**src/rtl/pipelined_addsub.sv**
```systemverilog
// Pipelined two's-complement adder/subtractor: WIDTH is split into STAGES chunks,
// one chunk added per stage with the carry registered between stages.
module pipelined_addsub #(
  parameter int WIDTH  = 16,
  parameter int STAGES = 4
) (
  input  logic             clk,
  input  logic             rst,
  input  logic             in_valid,
  output logic             in_ready,
  input  logic [WIDTH-1:0] a,
  input  logic [WIDTH-1:0] b,
  input  logic             carry_in,
  input  logic             sub,
  output logic             out_valid,
  input  logic             out_ready,
  output logic [WIDTH-1:0] sum,
  output logic             carry_out,
  output logic             overflow
);
  localparam int CHUNK = WIDTH / STAGES;

  logic             advance;
  logic             out_valid_reg;
  logic [WIDTH-1:0] sum_reg;
  logic             carry_out_reg;
  logic             overflow_reg;

  // The whole pipe moves together; a full output register that is not taken stalls everything.
  assign advance   = !out_valid_reg || out_ready;
  assign in_ready  = advance;
  assign out_valid = out_valid_reg;
  assign sum       = sum_reg;
  assign carry_out = carry_out_reg;
  assign overflow  = overflow_reg;

  genvar gi;
  generate
    for (gi = 0; gi < STAGES; gi++) begin : g_stage
      localparam int BASE = gi * CHUNK;   // result bits already produced upstream
      localparam int REM  = WIDTH - BASE; // operand bits still to be consumed

      logic [REM-1:0]        a_in;
      logic [REM-1:0]        b_in;
      logic                  c_in;
      logic                  v_in;
      logic [BASE+CHUNK-1:0] s_next;
      logic [CHUNK:0]        chunk_sum;

      if (gi == 0) begin : g_head
        assign a_in   = a;
        assign b_in   = sub ? ~b : b;
        assign c_in   = sub | carry_in;
        assign v_in   = in_valid;
        assign s_next = chunk_sum[CHUNK-1:0];
      end else begin : g_body
        assign a_in   = g_stage[gi-1].g_mid.a_reg;
        assign b_in   = g_stage[gi-1].g_mid.b_reg;
        assign c_in   = g_stage[gi-1].g_mid.c_reg;
        assign v_in   = g_stage[gi-1].g_mid.v_reg;
        assign s_next = {chunk_sum[CHUNK-1:0], g_stage[gi-1].g_mid.s_reg};
      end

      assign chunk_sum = {1'b0, a_in[CHUNK-1:0]} + {1'b0, b_in[CHUNK-1:0]}
                       + {{CHUNK{1'b0}}, c_in};

      if (gi < STAGES - 1) begin : g_mid
        // Only the not-yet-added operand bits travel on; finished slices go into s_reg.
        logic [REM-CHUNK-1:0]  a_reg;
        logic [REM-CHUNK-1:0]  b_reg;
        logic [BASE+CHUNK-1:0] s_reg;
        logic                  c_reg;
        logic                  v_reg;

        always_ff @(posedge clk) begin
          if (rst) begin
            a_reg <= '0;
            b_reg <= '0;
            s_reg <= '0;
            c_reg <= 1'b0;
            v_reg <= 1'b0;
          end else if (advance) begin
            a_reg <= a_in[REM-1:CHUNK];
            b_reg <= b_in[REM-1:CHUNK];
            s_reg <= s_next;
            c_reg <= chunk_sum[CHUNK];
            v_reg <= v_in;
          end
        end
      end else begin : g_last
        logic carry_into_msb;

        // Carry into the MSB recovered from the MSB sum bit: s = a ^ b ^ c.
        assign carry_into_msb = a_in[CHUNK-1] ^ b_in[CHUNK-1] ^ chunk_sum[CHUNK-1];

        always_ff @(posedge clk) begin
          if (rst) begin
            out_valid_reg <= 1'b0;
            sum_reg       <= '0;
            carry_out_reg <= 1'b0;
            overflow_reg  <= 1'b0;
          end else if (advance) begin
            out_valid_reg <= v_in;
            if (v_in) begin
              sum_reg       <= s_next;
              carry_out_reg <= chunk_sum[CHUNK];
              overflow_reg  <= carry_into_msb ^ chunk_sum[CHUNK];
            end
          end
        end
      end
    end
  endgenerate

endmodule

```
**config.mk**
```make
export PLATFORM = sky130hd
export DESIGN_NAME = pipelined_addsub
export DESIGN_NICKNAME = d
export VERILOG_FILES = /design/src/rtl/pipelined_addsub.sv
export SDC_FILE = /design/constraint.sdc
export NUM_CORES = 1
export LEC_CHECK = 0
export CAP_MARGIN = 40
export CORE_MARGIN = 5
export CORE_UTILIZATION = 38
export DETAILED_ROUTE_END_ITERATION = 7
export RECOVER_POWER = 25
export SLEW_MARGIN = 20
export SYNTH_ARGS = -nofsm -noshare
export SYNTH_HDL_FRONTEND = slang
export SYNTH_SLANG_ARGS = --single-unit
```
**constraint.sdc**
```tcl
create_clock -name clk -period 4.7 [get_ports clk]
set_input_delay 0.94 -clock clk [delete_from_list [all_inputs] [get_ports clk]]
set_output_delay 0.94 -clock clk [all_outputs]
set_load 0.01 [all_outputs]
```
==> summary.log <==
qor: logic_synthesis.synth.yosys.warnings 0
qor: floorplan.design.die.area 0.0130 mm^2
qor: worst_setup_path.worstPathRequired 3760 ps
qor: final_layout.layout-drive-gt1-share 0.0858
qor: global_route.grt_antenna_before_repair 0
qor: final_layout.antenna-diode-count 0
qor: final_layout.layout.nets 566
qor: clock_tree.worstSkewPairLatency 350 ps
qor: logic_synthesis.syn-instance-count 468
qor: floorplan.core_area 0.0107 mm^2
qor: timing.fin_setup_tns 0 ps
qor: global_route.grt_max_degree 68
qor: power.power.share.clock 0.333
qor: timing.finalCritPeriodShare 0.690
qor: clock_tree.cts.sink_count 97
qor: timing.timing.max_slew.rel_slack 0.549
qor: clock_tree.postCtsResizedCells 0
qor: power.vdd.ir_drop.worst 136 uV
qor: worst_hold_path.min_path_cells 2
qor: power.cellPowerDensity 330 mW/mm^2
qor: worst_hold_path.min_to g_stage[1].g_mid.b_reg[3]
qor: logic_synthesis.syn-num-nets 526
qor: status.status complete, no violations
qor: clock_tree.cts_root_buf clkbuf_8
qor: timing.holdWs 449 ps
qor: clock_tree.cts.htree.levels 3
qor: timing.fin_skew 11.7 ps
qor: final_layout.layout.cell_area.non_filler 0.00493 mm^2
qor: timing.period_minus_slack 3240 ps
qor: worst_hold_path.worstHoldStart g_stage[0].g_mid.b_reg[7]
qor: floorplan.chipWidth 114 um
qor: routing.detailedRoute.firstPassIterationCount 6
qor: global_route.grt_overflow_total 0
qor: floorplan.die_h 114 um
qor: logic_synthesis.synthDominantAreaCellType dfxtp_1
qor: routing.drt_first_iter_violations 181
qor: routing.detail_route.drc_violations 0
qor: logic_synthesis.ys_top_cells_by_area dfxtp_1 47%, nand2_1 13%, a21oi_1 9.0%
qor: timing.rsz0062_at_grt no
qor: worst_setup_path.r2r.worst_path.cells 6
qor: worst_setup_path.critical_path_start_end_classification in -> out
qor: logic_synthesis.synthesis.area 0.00410 mm^2
qor: worst_setup_path.setup.worst_path.end_class output pin
qor: power.p_leak 1.88 nW
qor: logic_synthesis.synth_unique_cells 31
qor: clock_tree.numCtsBuffers 9
qor: place.dpl-instance-area 0.00474 mm^2
qor: global_route.grt_first_pass_wirelength 13,900 um
qor: power.sw_frac_of_total 0.252
qor: logic_synthesis.synthDominantCellAreaShare 0.473
qor: worst_setup_path.worstSetupStartpointType input pin
qor: power.total_net_switching_power 0.411 mW
qor: routing.finalWirelength 8000 um
qor: worst_setup_path.worst_r2r_startpoint g_stage[2].g_mid.a_reg[0]
qor: power.internal-power 1.22 mW
qor: global_route.grt_use_total 0.132
qor: timing.worstMarginPinSlew 676 ps
qor: logic_synthesis.count_of_state_elements_after_synthesis 97
qor: timing.slew_violations 0
qor: timing.report.final.hold_viol_count 0
qor: routing.avgViaCountPerCell 4.63
qor: routing.ant_nets 0
qor: clock_tree.cts_max_path_buffers 2
qor: clock_tree.tritoncts built
qor: clock_tree.quantity_of_hold_fixing_buffers_added_after_cts 0
qor: power.total_power 1.63 mW
qor: logic_synthesis.postSynthAreaPerCell 8.76 um^2
qor: job.max_cap_violations 0
qor: power.comb_power_share 0.116
qor: logic_synthesis.synth-seq-area-share 0.473
qor: clock_tree.cts.clk_slew.worst_paths 90 ps
qor: worst_setup_path.critical_path.max_fanout 2
qor: timing.timing.final.setup_violations 0
qor: place.global_placer_s_final_weighted_congestion 0.745
qor: place.dp_hpwl 5510 um
qor: floorplan.row_count 38
qor: timing.fmax 308 MHz
qor: worst_setup_path.r2r_end overflow
qor: floorplan.initial_utilization 0.383
qor: global_route.first_global_vias 2,970
qor: power.sequentialPowerShare 0.552
qor: worst_hold_path.min-delay-path-class reg -> reg
qor: place.port-buffer-count 57
qor: routing.num_vias 3,025
qor: worst_setup_path.setup.reg_to_reg.worst_slack 2690 ps
qor: final_layout.flow.area_growth_from_synthesis 20.3%
qor: floorplan.boundaryPins 58
qor: clock_tree.postCtsSetupBuffers 0
qor: worst_setup_path.timing.critical_path.arrival 2300 ps
qor: routing.detail_route.wl_per_cell 12.2 um
[critical path: stages]
cell and delay [ps]:
dlygate4sd3_1 540, nor2b_1 210, inv_2 60, clkdlybuf4s50_1 550
[metal layers]
metal,track usage,part of all wire,vias up
met5,0,0,-
met4,0.0451,0.014,0
met3,0.0318,0.043,9
met2,0.202,0.43,62
met1,0.183,0.51,1329
li1,-,-,1625
[cells in the mapped netlist]
master and count:
inv_2 1, nand4b_1 3, a211oi_1 4, and2_1 1, nand2_2 1, clkbuf_1 9, a21oi_4 1, nor2b_1 1
nor3_1 2, nand3b_1 4, nand3_1 3, or4_1 3, xnor2_1 17, a21oi_1 74, xor2_1 5, buf_6 1
nor2_1 24, nand2_1 142, a21o_1 7, buf_2 18, dfxtp_1 97, a211oi_2 17, nor2b_4 1, ha_1 12
or2_2 1, inv_1 3, buf_4 5, o21ai_0 1, fa_1 8, o31ai_1 1, a21oi_2 1
[area by class of cell]
class / count / area (um^2)
clock inverter: 7 / 76.3
fill: 1063 / 5760
multi-input combinational: 334 / 1960
timing repair buffer: 62 / 638
sequential: 97 / 1940
tap: 140 / 175
clock buffer: 9 / 124
inverter: 4 / 15.0
[kinds of logic (layout without fill, tap and decap cells)]
logic type	Yosys count	count (layout)	synth area share
AO/OA/AOI/OAI	106	106	0.171
XOR/XNOR	22	22	0.0470
adder cells (fa/ha/maj)	20	20	0.0757
buffers and inverters	37	82	0.0458
flip-flops	97	97	0.473
AND/OR/NAND/NOR	186	186	0.187
[placed cells by master, fill, tap and decap left out, types with 5 or more instances in the layout]
cell type / count
clkdlybuf4s50_1: 55
clkbuf_8: 9
a211oi_2: 17
a21oi_1: 74
nand2_1: 142
dfxtp_1: 97
a21o_1: 7
ha_1: 12
xor2_1: 5
xnor2_1: 17
fa_1: 8
nor2_1: 24
[worst max path at each step]
stage	to	from	cells after the start	slack, ps
after floorplan	g_stage[0].g_mid.c_reg	sub	8	1740
after global placement	overflow	out_ready	7	1320
after detailed placement	g_stage[0].g_mid.c_reg	sub	8	1350
after CTS	in_ready	out_ready	4	1570
after global routing	in_ready	out_ready	4	1410
final	in_ready	out_ready	4	1460
[power by group through the flow]
stage	sequential, mW	combinational, mW	clock (mW)
global placement	0.919	0.182	0
global route	0.907	0.214	0.597
CTS	0.900	0.192	0.560
floorplan	0.912	0.124	0
detailed placement	0.919	0.190	0
finish	0.900	0.189	0.543
[per-stage QoR]
stage / setup slack, ps / util / cells
CTS: 1570 / 0.462 / 653
finish: 1460 / 0.461 / 653
global placement: 1320 / 0.439 / 635
floorplan: 1740 / - / 468
detailed placement: 1350 / 0.443 / 637
global route: 1410 / 0.461 / 653
(Power assumes the default switching activity.)
